--- src/rtl/shift_add_multiplier.sv ---
// rtl/shift_add_multiplier.sv - sequential shift-and-add multiplier, signed/unsigned per operation
// Optional EARLY_TERM_EN: leave RUN as soon as the unconsumed multiplier bits are all zero.
module shift_add_multiplier #(
  parameter int WIDTH = 16
) (
  input  logic                 clk,
  input  logic                 rst_n,
  input  logic                 start,
  input  logic                 signed_mode,
  input  logic [WIDTH-1:0]     mplier,
  input  logic [WIDTH-1:0]     mcand,
  output logic                 busy,
  output logic                 done,
  output logic [2*WIDTH-1:0]   product
);

  localparam int CNT_W = $clog2(WIDTH + 1);

  localparam logic [2:0] S_IDLE = 3'd0;
  localparam logic [2:0] S_LOAD = 3'd1;
  localparam logic [2:0] S_RUN  = 3'd2;
  localparam logic [2:0] S_FIX  = 3'd3;
  localparam logic [2:0] S_DONE = 3'd4;

  localparam logic [CNT_W-1:0]   LAST_C = CNT_W'(WIDTH - 1);
  localparam logic [CNT_W-1:0]   ONE_C  = CNT_W'(1);
  localparam logic [WIDTH-1:0]   ONE_W  = WIDTH'(1);
  localparam logic [2*WIDTH-1:0] ONE_P  = (2*WIDTH)'(1);

  logic [2:0]         state;
  logic [WIDTH-1:0]   lat_mplier;
  logic [WIDTH-1:0]   lat_mcand;
  logic               sgn;
  logic               neg;
  logic [WIDTH:0]     acc_a;
  logic [WIDTH-1:0]   acc_q;
  logic [WIDTH-1:0]   op_b;
  logic [CNT_W-1:0]   cnt;
  logic [WIDTH:0]     sum;
  logic [2*WIDTH-1:0] raw;

  function automatic logic [WIDTH-1:0] mag(input logic [WIDTH-1:0] x, input logic s);
    return (s && x[WIDTH-1]) ? (~x + ONE_W) : x;
  endfunction

  assign sum  = {1'b0, acc_a[WIDTH-1:0]} + {1'b0, op_b};
  assign raw  = {acc_a[WIDTH-1:0], acc_q};
  assign busy = (state == S_LOAD) || (state == S_RUN) || (state == S_FIX);
  assign done = (state == S_DONE);

`ifdef EARLY_TERM_EN
  localparam logic [CNT_W-1:0] W_C  = CNT_W'(WIDTH);
  localparam logic [WIDTH-1:0] ONES = '1;

  logic [CNT_W-1:0]   rem;
  logic               q_empty;
  logic [2*WIDTH:0]   shifted;

  // Unconsumed multiplier bits sit in the low WIDTH-cnt bits of Q.
  assign rem     = W_C - cnt;
  assign q_empty = (acc_q & (ONES >> cnt)) == '0;
  assign shifted = {acc_a, acc_q} >> rem;
`endif

  always_ff @(posedge clk or negedge rst_n) begin
    if (!rst_n) begin
      state      <= S_IDLE;
      lat_mplier <= '0;
      lat_mcand  <= '0;
      sgn        <= 1'b0;
      neg        <= 1'b0;
      acc_a      <= '0;
      acc_q      <= '0;
      op_b       <= '0;
      cnt        <= '0;
      product    <= '0;
    end else begin
      case (state)
        S_IDLE: begin
          if (start) begin
            lat_mplier <= mplier;
            lat_mcand  <= mcand;
            sgn        <= signed_mode;
            // A zero operand never produces a negated result.
            neg        <= signed_mode & (mplier[WIDTH-1] ^ mcand[WIDTH-1])
                          & (|mplier) & (|mcand);
            state      <= S_LOAD;
          end
        end
        S_LOAD: begin
          acc_a <= '0;
          acc_q <= mag(lat_mplier, sgn);
          op_b  <= mag(lat_mcand, sgn);
          cnt   <= '0;
          state <= S_RUN;
        end
        S_RUN: begin
`ifdef EARLY_TERM_EN
          if (q_empty) begin
            {acc_a, acc_q} <= shifted;
            state          <= S_FIX;
          end else
`endif
          begin
            if (acc_q[0]) begin
              acc_a <= {1'b0, sum[WIDTH:1]};
              acc_q <= {sum[0], acc_q[WIDTH-1:1]};
            end else begin
              acc_a <= {1'b0, acc_a[WIDTH:1]};
              acc_q <= {acc_a[0], acc_q[WIDTH-1:1]};
            end
            cnt <= cnt + ONE_C;
            if (cnt == LAST_C) state <= S_FIX;
          end
        end
        S_FIX: begin
          product <= neg ? (~raw + ONE_P) : raw;
          state   <= S_DONE;
        end
        S_DONE: begin
          if (!start) state <= S_IDLE;
        end
        default: state <= S_IDLE;
      endcase
    end
  end

endmodule

--- config.mk ---
export PLATFORM = sky130hd
export DESIGN_NAME = shift_add_multiplier
export DESIGN_NICKNAME = d
export VERILOG_FILES = /design/src/rtl/shift_add_multiplier.sv
export SDC_FILE = /design/constraint.sdc
export NUM_CORES = 1
export LEC_CHECK = 0
export CAP_MARGIN = 20
export CELL_PAD_IN_SITES_DETAIL_PLACEMENT = 1
export CELL_PAD_IN_SITES_GLOBAL_PLACEMENT = 1
export CORE_ASPECT_RATIO = 1.4
export CORE_UTILIZATION = 41
export CTS_BUF_LIST = sky130_fd_sc_hd__clkbuf_8
export DETAILED_ROUTE_END_ITERATION = 10
export MAX_ROUTING_LAYER = met4
export PLACE_DENSITY_LB_ADDON = 0.3
export SETUP_SLACK_MARGIN = 0.2
export SLEW_MARGIN = 20
export SYNTH_ARGS = -nofsm -noshare
export SYNTH_HDL_FRONTEND = slang
export SYNTH_SLANG_ARGS = --single-unit
--- constraint.sdc ---
create_clock -name clk -period 2.8 [get_ports clk]
set_input_delay 0.56 -clock clk [delete_from_list [all_inputs] [get_ports clk]]
set_output_delay 0.56 -clock clk [all_outputs]
set_load 0.03 [all_outputs]
==> metrics.cfg <==
[yosys]
yosys.area_share.xor_xnor_pct=8.122
synth_area_per_cell_um2=9.692
ys_ff_latch=122
synth_fa_ha_area_share_pct=4.162
synth-simple-area-share_pct=15.47
synth_top_area_share_pct=44.94
syn-num-nets=759
synthCells=701
synth.distinct_cells=62
ys_async_sr_fraction_pct=100.0
synth_compound_area_share_pct=18.43
yosysTopAreaCell=dfrtp_1
synth_top_family_by_area=compound AO/OA/AOI/OAI gates
syn_area_um2=6794
muxShareOfSynthArea_pct=6.022
netlist_top_cells_area=dfrtp_1, o21ai_0, xor2_1, nand2_1, mux2_2
synth-edff-count=0
ys_seq_area_share_pct=44.94
synth_common_cells=dfrtp_1, o21ai_0, nand2_1
synth_flop_cell=dfrtp_1
yosysMostFrequentCell=dfrtp_1
yosysWarnings=0

[power_and_ir_drop]
pwr-share-comb_pct=48.5
switchingPower_uw=4397
irDropWorstVdd_v=0.0005641
seq_power_share_pct=34.0
power_leakage_uw=0.003455
swShare_pct=43.86
p_int_uw=5629
pwr-share-clk_pct=17.6
powerDensity_nw_per_um2=1226

[global_route]
grt_usage_pct=22.27
grt_start_max_net_pins=53
gr-total-overflow=0
first_global_vias=5993
antenna_found_initial=0
grt_pass1_wl_mm=29.72

[cells_and_area]
drive_gt1_share_pct=12.50
syn_to_final_growth_pct=20.33
diodes=0
multi_input_area_um2=3561
final_util_pct=50.55
fin_nets=829
register_area_um2=3054
fillers=1822

[die]
rows=55
dieArea_um2=17100
start_util_pct=42.01
die_h_um=154.3
io-pin-count=70
die_x_um=110.8
core_um2=16170

[routing]
top_layer=met4
routed_wl_mm=17.56
first_iter_violations=172
met2_length_mm=9.061
drt_pass1_iterations=4
wl_per_cell_um=17.87
ant_nets=0
drc_errors=0
met1Wirelength_mm=7.697
met3_length_um=483
via_count=5573
vias_per_cell=5.669

[timing]
skew_ns=0.01389
relSlewSlack_pct=42.62
setup-tns-final_ns=0
fmax_mhz=398.9
slew_viol_final=0
hold_viol_final=0
period_needed_ns=2.507
setup_viol=0
rsz0062_at_grt=yes
fin_crit_sh_pct=89.54
worstMarginPinSlew_ns=0.8606

[outcome]
status=complete, no violations

[worst_setup_path]
critPathArrivalTime_ns=2.83
r2r-start=acc_a[1]
reg2reg_depth=7
endpoint=acc_a[14]
r2r-end=acc_a[14]
start_kind=flip-flop
cp-startpoint=acc_a[1]
crit_path_end_kind=flip-flop
r2r_slack_ns=0.29
cp.required_ns=3.12
path_class=flip-flop to flip-flop
crit_fanout=6

[clock_tree]
cts_inserted_buffers=17
clk_path_buf_depth=2
clk_pin_slew_ns=0.08
clockRootBuffer=clkbuf_8
cts_tree=done
clk_latency_ns=0.44
h-tree-depth=4
postCtsSetupRepairBufs=0
cts.sinks=122
cts_resized=0
hold_buffers=0

[job]
maxCapViolations=0

[place]
io_buffers=69
hpwl_mm=12.91
gp_congestion=0.8374

[min_path]
hp-class=input pin to async pin

## sequential cells by signal, indices dropped and copies added, names as in the netlist
signal and count:
lat_mplier 16, sgn 1, neg 1, op_b 16, cnt 5, product 32
acc_q 16, state 3, lat_mcand 16, acc_a 16
## logic make-up (layout without fill, tap and decap cells)
family,Yosys count,in the layout
AND/OR/NAND/NOR,210,210
AO/OA/AOI/OAI,201,201
flip-flops,122,122
XOR/XNOR,63,63
buffers and inverters,46,129
multiplexers,37,37
adder cells (fa/ha/maj),22,22
## metrics by stage
| stage | setup slack (ns) | hold slack, ns | cells | cell area (um^2) | total power, uW |
|---|---|---|---|---|---|
| final | 0.2929 | 0.1324 | 983 | 8175 | 10030 |
| after global routing | 0.1612 | 0.1825 | 983 | 8175 | 10800 |
| after CTS | 0.2090 | 0.1507 | 983 | 8160 | 10100 |
| after detailed placement | 0.2341 | 0.4723 | 951 | 7714 | 8280 |
| after global placement | 0.2943 | 0.4600 | 951 | 7714 | 8000 |
| after floorplan | 0.5674 | 0.2644 | 701 | 6794 | 6659 |
## power by group through the flow
stage                     registers, uW  logic [uW]  clock network (uW)
after CTS                          3410        4900                1800
after global routing               3550        5380                1870
final                              3400        4860                1760
after floorplan                    3560        3100                   0
after global placement             3360        4640                   0
after detailed placement           3430        4850                   0
## metal layers
layer / GRT usage (%) / vias to the layer above
li1: - / 2684
met1: 25.69 / 2746
met2: 39.34 / 114
met3: 3.213 / 29
met4: 7.937 / 0
met5: - / -
## worst max-delay path, cell delays in order (launching register included)
cell,delay (ns)
dfrtp_1,0.46
ha_1,0.36
a211oi_1,0.31
o21bai_1,0.17
o21ai_1,0.25
o2bb2ai_1,0.20
mux2_2,0.36
or2_2,0.29
## area by class of cell
class                           instances  share of cell area (%)
Tap cell                              199                   3.046
Clock inverter                         12                   2.097
Timing Repair Buffer                   84                   9.979
Clock buffer                           20                   3.367
Multi-Input combinational cell        533                   43.56
Inverter                               13                  0.5969
Sequential cell                       122                   37.36
## worst min path at each step
stage | end | slack (ns) | cells past startpoint
after CTS | lat_mplier[12] | 0.15 | 1
after floorplan | acc_a[0] | 0.26 | 0
after global placement | product[11] | 0.46 | 2
final | lat_mplier[12] | 0.13 | 1
after detailed placement | product[1] | 0.47 | 2
after global routing | lat_mplier[12] | 0.18 | 1
## layout by cell type (no fill, tap or decap), types with 3 or more instances in the layout
master,Yosys,layout
mux2i_1,6,6
a22o_1,3,3
clkinvlp_4,0,5
a22oi_1,15,15
o21ai_1,7,8
nor3_1,14,14
and3_1,3,3
nor4_1,13,13
a32oi_1,7,7
nor2b_1,4,4
and2_1,6,6
inv_1,12,13
xnor2_1,21,21
nor3b_1,3,3
bufinv_16,0,4
ha_1,21,21
xor2_1,42,42
mux2_2,31,31
a211oi_1,3,3
o31ai_1,11,11
clkbuf_8,0,20
a21oi_1,26,25
or3_1,7,7
a21o_1,8,8
nand2b_1,3,3
nor2_1,30,29
o21ai_0,95,94
a31oi_1,4,4
nand4_1,10,10
o41ai_2,2,3
dfrtp_1,122,121
o41ai_1,5,4
nand3_1,7,7
buf_4,0,15
clkdlybuf4s50_1,0,67
nand2_1,94,94
Note: power is estimated with default switching activity, not from simulation.
